<file path="config.mk">
export PLATFORM = sky130hd
export DESIGN_NAME = pe_wdb
export DESIGN_NICKNAME = d
export VERILOG_FILES = /design/src/rtl/pe_wdb.sv
export SDC_FILE = /design/constraint.sdc
export NUM_CORES = 1
export LEC_CHECK = 0
export BUFFER_PORTS_ARGS = -buffer_cell sky130_fd_sc_hd__buf_2
export CELL_PAD_IN_SITES_DETAIL_PLACEMENT = 2
export CELL_PAD_IN_SITES_GLOBAL_PLACEMENT = 2
export CORE_ASPECT_RATIO = 0.7
export CORE_UTILIZATION = 30
export DETAILED_ROUTE_END_ITERATION = 10
export PLACE_DENSITY_LB_ADDON = 0.1
export SLEW_MARGIN = 40
export SYNTH_ARGS = -nofsm -noshare
export SYNTH_HDL_FRONTEND = slang
export SYNTH_SLANG_ARGS = --single-unit
</file>
<file path="constraint.sdc">
create_clock -name clk -period 8.6 [get_ports clk]
set_input_delay 1.72 -clock clk [delete_from_list [all_inputs] [get_ports clk]]
set_output_delay 1.72 -clock clk [all_outputs]
set_load 0.02 [all_outputs]
</file>
<file path="src/rtl/pe_wdb.sv">
// pe_wdb: weight-stationary systolic processing element with double-buffered
// weights (shadow + active), a shift chain for weight loading, valid-tagged
// operands, signed/unsigned arithmetic and a sticky overflow flag.
// Optional build macro: PE_SAT_EN -- when defined, an overflowing partial sum
// clamps to the representable extreme instead of wrapping.
module pe_wdb #(
  parameter int DATA_WIDTH = 16,
  parameter int ACC_WIDTH  = 32,
  parameter int SIGNED     = 1
) (
  input  logic                  clk,
  input  logic                  aresetn,
  input  logic                  w_load,
  input  logic [DATA_WIDTH-1:0] w_in,
  output logic [DATA_WIDTH-1:0] w_out,
  input  logic                  w_swap,
  input  logic                  top_valid,
  input  logic [DATA_WIDTH-1:0] top_in,
  input  logic [ACC_WIDTH-1:0]  left_in,
  output logic                  down_valid,
  output logic [DATA_WIDTH-1:0] down_out,
  output logic [ACC_WIDTH-1:0]  partial_out,
  input  logic                  ovf_clr,
  output logic                  ovf
);

  localparam int PW  = 2 * DATA_WIDTH;
  localparam int EXT = ACC_WIDTH - PW;

  // State registers
  logic [DATA_WIDTH-1:0] shadow_q, shadow_d;
  logic [DATA_WIDTH-1:0] active_q, active_d;
  logic [DATA_WIDTH-1:0] w_out_q, w_out_d;
  logic [DATA_WIDTH-1:0] down_out_q, down_out_d;
  logic                  down_valid_q, down_valid_d;
  logic [ACC_WIDTH-1:0]  partial_q, partial_d;
  logic                  ovf_q, ovf_d;

  // Datapath intermediates
  logic [PW-1:0]        mult_a;
  logic [PW-1:0]        mult_b;
  logic [PW-1:0]        prod;
  logic                 prod_sign;
  logic [ACC_WIDTH-1:0] prod_ext;
  logic [ACC_WIDTH-1:0] addend;
  logic [ACC_WIDTH:0]   sum_wide;
  logic [ACC_WIDTH-1:0] sum;
  logic                 ovf_det;
  logic                 ovf_event;

`ifdef PE_SAT_EN
  logic [ACC_WIDTH-1:0] sat_val;
`endif

  // Widen the product to the accumulator width; when the product already
  // fills the accumulator there is nothing to extend.
  generate
    if (EXT > 0) begin : g_ext
      assign prod_ext = {{EXT{prod_sign}}, prod};
    end else begin : g_noext
      assign prod_ext = prod;
    end
  endgenerate

  // Multiply-accumulate: extend operands to the product width so the low
  // half of the product is correct for both signed and unsigned modes, then
  // add at one extra bit so the unsigned carry is visible.
  always_comb begin
    mult_a    = {{DATA_WIDTH{(SIGNED != 0) & active_q[DATA_WIDTH-1]}}, active_q};
    mult_b    = {{DATA_WIDTH{(SIGNED != 0) & top_in[DATA_WIDTH-1]}}, top_in};
    prod      = mult_a * mult_b;
    prod_sign = (SIGNED != 0) & prod[PW-1];
    addend    = top_valid ? prod_ext : '0;
    sum_wide  = {1'b0, left_in} + {1'b0, addend};
    sum       = sum_wide[ACC_WIDTH-1:0];
    if (SIGNED != 0) begin
      ovf_det = (left_in[ACC_WIDTH-1] == addend[ACC_WIDTH-1]) &&
                (sum[ACC_WIDTH-1] != left_in[ACC_WIDTH-1]);
    end else begin
      ovf_det = sum_wide[ACC_WIDTH];
    end
    ovf_event = top_valid & ovf_det;
  end

`ifdef PE_SAT_EN
  // Clamp value: in signed mode both addends share a sign on overflow, so the
  // sign of left_in tells which extreme to pin to.
  always_comb begin
    sat_val = '1;
    if (SIGNED != 0) begin
      if (left_in[ACC_WIDTH-1]) begin
        sat_val = {1'b1, {(ACC_WIDTH-1){1'b0}}};
      end else begin
        sat_val = {1'b0, {(ACC_WIDTH-1){1'b1}}};
      end
    end
  end
`endif

  // Next-state: weight chain, swap, operand forwarding, partial sum, flag.
  always_comb begin
    shadow_d     = w_load ? w_in : shadow_q;
    w_out_d      = w_load ? shadow_q : w_out_q;
    active_d     = w_swap ? shadow_q : active_q;
    down_valid_d = top_valid;
    down_out_d   = top_valid ? top_in : down_out_q;
`ifdef PE_SAT_EN
    partial_d    = ovf_event ? sat_val : sum;
`else
    partial_d    = sum;
`endif
    if (ovf_event) begin
      ovf_d = 1'b1;
    end else if (ovf_clr) begin
      ovf_d = 1'b0;
    end else begin
      ovf_d = ovf_q;
    end
  end

  // All state clears immediately on reset, even mid-load or mid-stream.
  always_ff @(posedge clk or negedge aresetn) begin
    if (!aresetn) begin
      shadow_q     <= '0;
      active_q     <= '0;
      w_out_q      <= '0;
      down_out_q   <= '0;
      down_valid_q <= 1'b0;
      partial_q    <= '0;
      ovf_q        <= 1'b0;
    end else begin
      shadow_q     <= shadow_d;
      active_q     <= active_d;
      w_out_q      <= w_out_d;
      down_out_q   <= down_out_d;
      down_valid_q <= down_valid_d;
      partial_q    <= partial_d;
      ovf_q        <= ovf_d;
    end
  end

  assign w_out       = w_out_q;
  assign down_out    = down_out_q;
  assign down_valid  = down_valid_q;
  assign partial_out = partial_q;
  assign ovf         = ovf_q;

endmodule

</file>
### After elaboration in Yosys (flattened, before gate mapping)

Index checks and enable logic that the tools add are counted.

| word-level totals | value |
|---|---|
| register bits after elaboration | 98 |
| input bits | 70 |
| output and inout bits | 66 |
| logic and storage cells | 17 |

| cells by class | value |
|---|---|
| $add $sub $neg | 1 |
| $mul | 1 |
| equality and inequality tests | 2 |
| multiplexer cells | 3 |
| bitwise gates (word level) | 1 |
| reductions and logical operators | 2 |

Operators with widths:

| operator | count |
|---|---|
| adder 32 bit | 1 |
| multiplier 16 x 16 -> 32 bit | 1 |
| two-way mux 32 bit | 1 |
| two-way mux 1 bit | 2 |
| nonzero test 2 bit | 1 |
| AND 1 bit | 1 |
| == test 1 bit | 1 |
| logical AND 1 bit | 1 |
| inequality test 1 bit | 1 |

### Depth between registers and ports, before layout

Gate-level depths: netlist of run 1.

| logic depth | value |
|---|---|
| depth in word-level cells | 7 |
| depth in mapped cells | 33 |
| depth with buffers taken out | 30 |

### Least setup slack after synthesis of run 1

No wires, ideal clock.

| timing | value |
|---|---|
| path kind | in2reg |
| from | input port top_in[7] |
| to | register partial_q[27] (netlist: partial_out[27]) |
| setup time | 0.080 ns |
| arrival | 8.980 ns |
| required time | 8.520 ns |
| slack | -0.460 ns |
| stages on the path | 33 |
| buffers on the path | 3 |
| cell sequence | clkbuf_1 clkbuf_1 nand2_1 fa_1 inv_1 fa_1 inv_1 fa_1 inv_1 fa_1 fa_1 inv_1 fa_1 inv_1 ha_1 and3_1 and4_1 a22oi_1 nand3_1 a21o_1 a21oi_1 xnor2_1 and2_1 ha_1 clkbuf_2 a21o_1 a2111oi_0 o21ai_0 o21ai_0 o21ai_0 or3_2 a21oi_1 xnor2_1 |

| between the ends | value |
|---|---|
| longest elaborated chain between the ends | 3 |

Ends and longest elaborated chain:

| item | RTL line | RTL |
|---|---|---|
| from (decl) | 18 | `input logic [DATA_WIDTH-1:0] top_in,` |
| multiplier 16 x 16 -> 32 bit | 71 | `prod = mult_a * mult_b;` |
| two-way mux 32 bit | 73 | `addend = top_valid ? prod_ext : '0;` |
| adder 32 bit | 74 | `sum_wide = {1'b0, left_in} + {1'b0, addend};` |
| via sum_wide[27] | 46 | `logic [ACC_WIDTH:0] sum_wide;` |
| to (signal assigned) | 137 | `partial_q <= partial_d;` |
| to (decl) | 36 | `logic [ACC_WIDTH-1:0] partial_q, partial_d;` |

The timed path passes the listed nets, and every way through them passes these cells.
A chain may end at the register's enable or synchronous reset.

### Final worst setup path of run 1

| timing | value |
|---|---|
| from | input port top_in[5] |
| to | register partial_q[27] (netlist: partial_out[27]) |

Same word-level chain as after synthesis.

==> results.md, run 1 <==
• run status: complete, no violations
• number of flip-flops and latches in the synthesized netlist: 98
• die boundary width: 269 um
• count of synthesis-stage warnings from yosys: 0
• reg2reg setup slack: 0.68 ns
• total number of H-tree levels: 3
• estimated wirelength of the detail-placed design: 42,000 um
• Max Clock Skew: 0.0204 ns
• Commonest cells post-synth: sky130_fd_sc_hd__inv_1, sky130_fd_sc_hd__fa_1, sky130_fd_sc_hd__nand2_1, sky130_fd_sc_hd__and2_1, sky130_fd_sc_hd__ha_1
• count of max-cap constraint violations: 0
• first-iteration detailed-routing DRC count: 311
• first-pass GRT wire length: 78,500 um
• Worst Tran Pin Value: 0.749 ns
• area share of the leading cell type in the synthesized netlist: 0.352
• Initial DRT Pass Iterations: 5
• CTS tree: done
• fraction of registers with async set/reset: 1.00
• number of clock sinks: 98
• setup violators final: 0
• Mapped Cells: 1,542
• worst flop-to-flop path endpoint: partial_out[27]
• row count: 68
• via count: 11,654
• arithmetic-cell share of the synthesized area counting full adders, half adders and majority gates: 0.446
• worst hold margin: 0.509 ns
• hold path depth: 1
• Final Core Density: 0.379
• GRT Total Usage: 0.203
• overall routed net length: 49,100 um
• antenna violations before repair: 2
• post-synthesis cell type count: 66
• largest family of logic cells by synthesized area: adder cells
• final instance count without filler cells: 2,529
• sequential area share after synthesis: 0.164
• buffer type at the clock tree root: sky130_fd_sc_hd__clkbuf_16
• CP dominant cell by count: sky130_fd_sc_hd__fa_1
• Clock Tree Buf Depth: 2
• Core ar.: 0.0493 mm2
• unrepaired setup endpoints after global routing: true
• clock-pin slew on the worst setup and hold paths: 0.08 ns
• routed length per placed instance: 19.4 um
• final count of pins violating max slew: 0
• most frequent cell after synthesis: sky130_fd_sc_hd__inv_1
• worst setup path class: in2reg
• Synth Area per Inst: 9.70 um2
• fraction of layout cells with a size suffix above 1: 0.271
• post-synthesis cell area: 0.0150 mm2
• top post-synthesis cells by area: sky130_fd_sc_hd__fa_1, sky130_fd_sc_hd__dfrtp_1, sky130_fd_sc_hd__ha_1, sky130_fd_sc_hd__inv_1, sky130_fd_sc_hd__and2_1
• Antenna Violating Nets Remaining: 0
• Max stage delay on crit path: 0.57 ns
• top-level port count: 136
• simple-gate share of the synthesized area: 0.143
• number of port buffers: 135
• ratio of final minimum period to clock period: 0.993
• DIE AREA: 0.0508 mm2
• aggregate global routing overflow: 0
• length in cells of the worst reg-to-reg path: 28
• startpoint of the lowest-slack hold path: w_out[15]
• pin count of the biggest net entering global routing: 57
• Worst Hold Endpoint: w_out[15]
• placed instance count: 2,501
• synthesized-area fraction occupied by ao, oa, aoi and oai cells: 0.0717
• Final Wtd Congestion: 0.827
• post-synthesis mux area share: 0.0502
• source of the worst register-to-register timing path: active_q[8]
• via count of the first global-routing pass: 13,927
• synthesis-to-finish area growth: 24.6%
• Hold Fails Final Rpt: 0
• peak fanout along the critical path: 6
• die outline height: 189 um
• endpoint class of the critical path: flop
• final critical delay including setup and external delays: 8.54 ns
• Worst-Skew Late Latency: 0.39 ns
• drt drc: 0
• effective utilization at floorplan: 0.304
• number of hold buffers added after cts: 0
• Hold Crit Class: reg2reg
• highest clock rate: 117 MHz
• most frequently used flop master after synthesis: sky130_fd_sc_hd__dfrtp_1
• worst endpoint data arrival time: 8.85 ns
• Vias/cell: 4.61
• TritonCTS Buffers: 9
• count of flip-flops with a built-in enable after synthesis: 0
• normalized max-slew margin: 0.501
• fin nets: 2,304
• TNS Setup: 0 ns
• Critical Path Start Type: primary input
• xor/xnor share of the synthesized area: 0.0322
• library cell contributing the largest single delay on the critical path: sky130_fd_sc_hd__fa_1
• WP data required: 8.91 ns
• leading area contributor after synthesis: sky130_fd_sc_hd__fa_1
• Mapped Nets: 1,988
==> logic make-up (layout without fill, tap and decap cells) <==
| logic type | Yosys count | count (layout) |
|---|---|---|
| flops | 98 | 98 |
| other cells | 0 | 1 |
| simple gates | 418 | 418 |
| compound gates | 162 | 162 |
| xor+xnor | 55 | 55 |
| buf+inv | 366 | 687 |
| fa+ha+maj | 376 | 376 |
| mux | 67 | 67 |
==> per-stage QoR <==
stage	area (um2)	setup slack, ns
final	18600	0.0621
after global routing	18600	-0.194
after CTS	18400	0.00176
after detailed placement	17900	-0.718
after global placement	17900	-0.533
after floorplan	15100	0.00450
==> sequential cells by signal (all words and copies together), names as in the netlist <==
| name | cells |
|---|---|
| down_out | 16 |
| w_out | 16 |
| down_valid | 1 |
| shadow_q | 16 |
| partial_out | 32 |
| ovf | 1 |
| active_q | 16 |
==> placed cells by master, fill, tap and decap left out, types with 5 or more instances in the layout <==
cell type / instances
sky130_fd_sc_hd__dfrtp_1: 98
sky130_fd_sc_hd__inv_1: 314
sky130_fd_sc_hd__nor2_1: 43
sky130_fd_sc_hd__mux2_2: 64
sky130_fd_sc_hd__a21o_1: 13
sky130_fd_sc_hd__a211oi_1: 10
sky130_fd_sc_hd__nand2_1: 155
sky130_fd_sc_hd__nand4_1: 7
sky130_fd_sc_hd__nand2b_1: 15
sky130_fd_sc_hd__nand3_1: 11
sky130_fd_sc_hd__nor3_1: 9
sky130_fd_sc_hd__fa_1: 260
sky130_fd_sc_hd__buf_2: 128
sky130_fd_sc_hd__o21ai_0: 29
sky130_fd_sc_hd__xor2_1: 10
sky130_fd_sc_hd__o21bai_1: 9
sky130_fd_sc_hd__ha_4: 7
sky130_fd_sc_hd__buf_4: 222
sky130_fd_sc_hd__ha_1: 103
sky130_fd_sc_hd__or3_1: 5
sky130_fd_sc_hd__clkbuf_16: 9
sky130_fd_sc_hd__o21a_1: 7
sky130_fd_sc_hd__xnor2_1: 43
sky130_fd_sc_hd__a21oi_2: 8
sky130_fd_sc_hd__o21ai_2: 5
sky130_fd_sc_hd__and2_1: 138
sky130_fd_sc_hd__a21oi_1: 37
==> how the worst max path moves through the flow <==
| stage | start | end | slack [ns] | cells after the start |
|---|---|---|---|---|
| 4_1_cts | top_in[2] | ovf | 0.002 | 30 |
| 6_report | top_in[5] | partial_out[27] | 0.06 | 30 |
| 5_1_grt | top_in[4] | ovf | -0.19 | 32 |
| 3_3_place_gp | top_in[4] | partial_out[27] | -0.53 | 28 |
| 2_1_floorplan | top_in[7] | partial_out[27] | 0.004 | 33 |
| 3_5_place_dp | top_in[1] | partial_out[28] | -0.72 | 31 |
==> area by class of cell <==
class | instances | area (um2)
clock inverters | 5 | 70.1
multi-input cells | 1078 | 11500
repair buffers | 356 | 2390
diodes | 1 | 2.50
well taps | 665 | 832
inverters | 315 | 1180
fillers | 5377 | 30600
flip-flops and latches | 98 | 2450
clock buffers | 11 | 243
==> critical path: cells and delay by family <==
kind,cells,cell delay [ns]
adder cells (fa/ha/maj),8,3.55
AO/OA/AOI/OAI,10,1.75
AND/OR/NAND/NOR,5,1.05
buffers and inverters,5,0.50
XOR/XNOR,2,0.25
==> repair_timing <==
item,in CTS,in global routing
buffers inserted,5,7
resized for setup,27,48
setup endpoints to repair,6,13
pin swaps,19,50
==> routing by layer <==
layer  GRT usage  part of all wire  vias to the layer above
met5           0           0.00026                        -
met2       0.351              0.51                      100
met1       0.278              0.47                     6130
met3      0.0272             0.021                       16
met4      0.0192            0.0045                        2
li1            -                 -                     5406
Power of run 1 is left out: the tool's default activity adds up to more than one toggle a clock period on the data nets, which glitch-free logic cannot reach.
==> run 2: changes to the inputs <==
==> constraint.sdc (replaced) <==
create_clock -name clk -period 8.6 [get_ports clk]
set_input_delay 0.86 -clock clk [delete_from_list [all_inputs] [get_ports clk]]
set_output_delay 0.86 -clock clk [all_outputs]
set_load 0.02 [all_outputs]
==> results.md, run 2 (synthesis gave the netlist of run 1 again) <==
• worst slack at placement: -0.221 ns, was -0.718 ns
• Hold Fails Final Rpt: 0, unchanged
• first-pass GRT wire length: 75,700 um, was 78,500 um
• placed instance count: 2,366, was 2,501
• antenna violations before repair: 2, unchanged
• design area: 0.0172 mm2, was 0.0186 mm2
• worst endpoint data arrival time: 8.42 ns, was 8.85 ns
• Max stage delay on crit path: 0.55 ns, was 0.57 ns
• die boundary width: 269 um, unchanged
• Final Wtd Congestion: 0.793, was 0.827
• worst setup path class: in2reg, unchanged
• placed inst area: 0.0168 mm2, was 0.0179 mm2
• aggregate global routing overflow: 0, unchanged
• Antenna Violating Nets Remaining: 0, unchanged
• CP dominant cell by count: sky130_fd_sc_hd__fa_1, unchanged
• die outline height: 189 um, unchanged
• number of inserted diodes: 0, was 1
• overall routed net length: 47,900 um, was 49,100 um
• source of the worst register-to-register timing path: active_q[4], was active_q[8]
• clock-pin slew on the worst setup and hold paths: 0.08 ns, about the same
• pin count of the biggest net entering global routing: 63, was 57
• Critical Path Start Type: primary input, unchanged
• WP data required: 8.92 ns, was 8.91 ns
• estimated wirelength of the detail-placed design: 41,300 um, was 42,000 um
• final count of pins violating max slew: 0, unchanged
• ratio of final minimum period to clock period: 0.942, was 0.993
• reg2reg setup slack: 0.55 ns, was 0.68 ns
• run status: complete, no violations, unchanged
• endpoint class of the critical path: flop, unchanged
• final critical delay including setup and external delays: 8.10 ns, was 8.54 ns
• last element of the critical path: partial_out[28], was partial_out[27]
• first-iteration detailed-routing DRC count: 351, was 311
• peak fanout along the critical path: 9, was 6
• Initial DRT Pass Iterations: 4, was 5
• worst flop-to-flop path endpoint: partial_out[28], was partial_out[27]
• DIE AREA: 0.0508 mm2, unchanged
• synthesis-to-finish area growth: 14.8%, was 24.6%
• most common cell after layout, fill and taps aside: sky130_fd_sc_hd__inv_1, unchanged
• Max Clock Skew: 0.0247 ns, was 0.0204 ns
• drt drc: 0, unchanged
• number of hold buffers added after cts: 0, unchanged
• normalized max-slew margin: 0.581, was 0.501
• length in cells of the worst reg-to-reg path: 28, unchanged
• library cell contributing the largest single delay on the critical path: sky130_fd_sc_hd__fa_1, unchanged
• fraction of layout cells with a size suffix above 1: 0.183, was 0.271
• fin nets: 2,158, was 2,304
• effective utilization at floorplan: 0.304, unchanged
• unrepaired setup endpoints after global routing: false, was true
• via count of the first global-routing pass: 12,827, was 13,927
• TritonCTS Buffers: 9, unchanged
• highest clock rate: 123 MHz, was 117 MHz
• total number of H-tree levels: 3, unchanged
• Core ar.: 0.0493 mm2, unchanged
• Largest register FFs: 32, unchanged
• routed length per placed instance: 20.1 um, was 19.4 um
• count of max-cap constraint violations: 0, unchanged
• worst hold margin: 0.464 ns, was 0.509 ns
• Worst-Skew Late Latency: 0.40 ns, was 0.39 ns
• Vias/cell: 4.66, was 4.61
• number of clock sinks: 98, unchanged
• worst setup path start: top_in[1], was top_in[5]
• row count: 68, unchanged
• number of port buffers: 135, unchanged
• most used cells in the layout excluding fill and tap cells: sky130_fd_sc_hd__inv_1, sky130_fd_sc_hd__fa_1, sky130_fd_sc_hd__nand2_1, was sky130_fd_sc_hd__inv_1, sky130_fd_sc_hd__fa_1, sky130_fd_sc_hd__buf_4
• top-level port count: 136, unchanged
• Worst Tran Pin Value: 0.629 ns, was 0.749 ns
• buffer type at the clock tree root: sky130_fd_sc_hd__clkbuf_16, unchanged
• Worst Setup Slack, final: 0.502 ns, was 0.0621 ns
• via count: 11,095, was 11,654
• GRT Total Usage: 0.198, was 0.203
• setup violators final: 0, unchanged
• final instance count without filler cells: 2,381, was 2,529
• Hold Crit Class: in2async, was reg2reg
• CTS tree: done, unchanged
• Clock Tree Buf Depth: 2, unchanged
• final-layout fill cell count: 5,489, was 5,377
## run 2: changes by cell type in the layout (fill, tap and decap cells not counted), moves of 6 or more
cell | previous run | this run
sky130_fd_sc_hd__a21oi_1 | 37 | 46
sky130_fd_sc_hd__ha_4 | 7 | 0
sky130_fd_sc_hd__buf_4 | 222 | 75
sky130_fd_sc_hd__dfrtp_2 | 0 | 7
sky130_fd_sc_hd__ha_1 | 103 | 113
sky130_fd_sc_hd__dfrtp_1 | 98 | 91
sky130_fd_sc_hd__a21oi_2 | 8 | 0
sky130_fd_sc_hd__o21ai_0 | 29 | 35
## run 2: worst min path at each step
stage | startpoint | end | slack [ns] | cells past startpoint
CTS | aresetn | active_q[5] | 0.46 | 1
global placement | down_out[2] | down_out[2] | 0.48 | 1
floorplan | shadow_q[0] | shadow_q[0] | 0.49 | 1
finish | aresetn | partial_out[30] | 0.46 | 1
detailed placement | down_out[3] | down_out[3] | 0.49 | 1
global route | aresetn | partial_out[30] | 0.49 | 1
## run 2: final cells by class
class                           count  area [um2]  area share
Clock buffer                        9         225      0.0131
Clock inverter                      6        72.6     0.00422
Inverter                          315        1180      0.0688
Multi-Input combinational cell   1078       11200       0.649
Sequential cell                    98        2460       0.143
Tap cell                          665         832      0.0484
Timing Repair Buffer              210        1260      0.0735
## run 2: stage by stage
stage           util  setup TNS [ns]
5_1_grt        0.349               0
3_5_place_dp   0.342          -0.804
3_3_place_gp   0.342          -0.423
2_1_floorplan      -               0
6_report       0.349               0
4_1_cts        0.348               0
## run 2: worst max-delay path: cells and delay by family
kind / cells / cell delay [ns]
adder cells (fa/ha/maj): 8 / 3.29
AND/OR/NAND/NOR: 6 / 1.22
AO/OA/AOI/OAI: 9 / 2.19
buffers and inverters: 7 / 0.77
XOR/XNOR: 1 / 0.09
## run 2: per-layer routing
| layer | routed length, um | vias to the layer above | global-route usage |
|---|---|---|---|
| li1 | - | 5106 | - |
| met4 | 361 | 0 | 0.0223 |
| met3 | 1030 | 19 | 0.0252 |
| met2 | 23300 | 95 | 0.333 |
| met5 | 0 | - | 0 |
| met1 | 23200 | 5875 | 0.280 |
## run 2: what timing repair did
action / CTS / global route
setup buffers: 0 / 0
resized for setup: 1 / 14
endpoints found under the setup margin: 3 / 5
Power of run 2 is left out for the same reason.
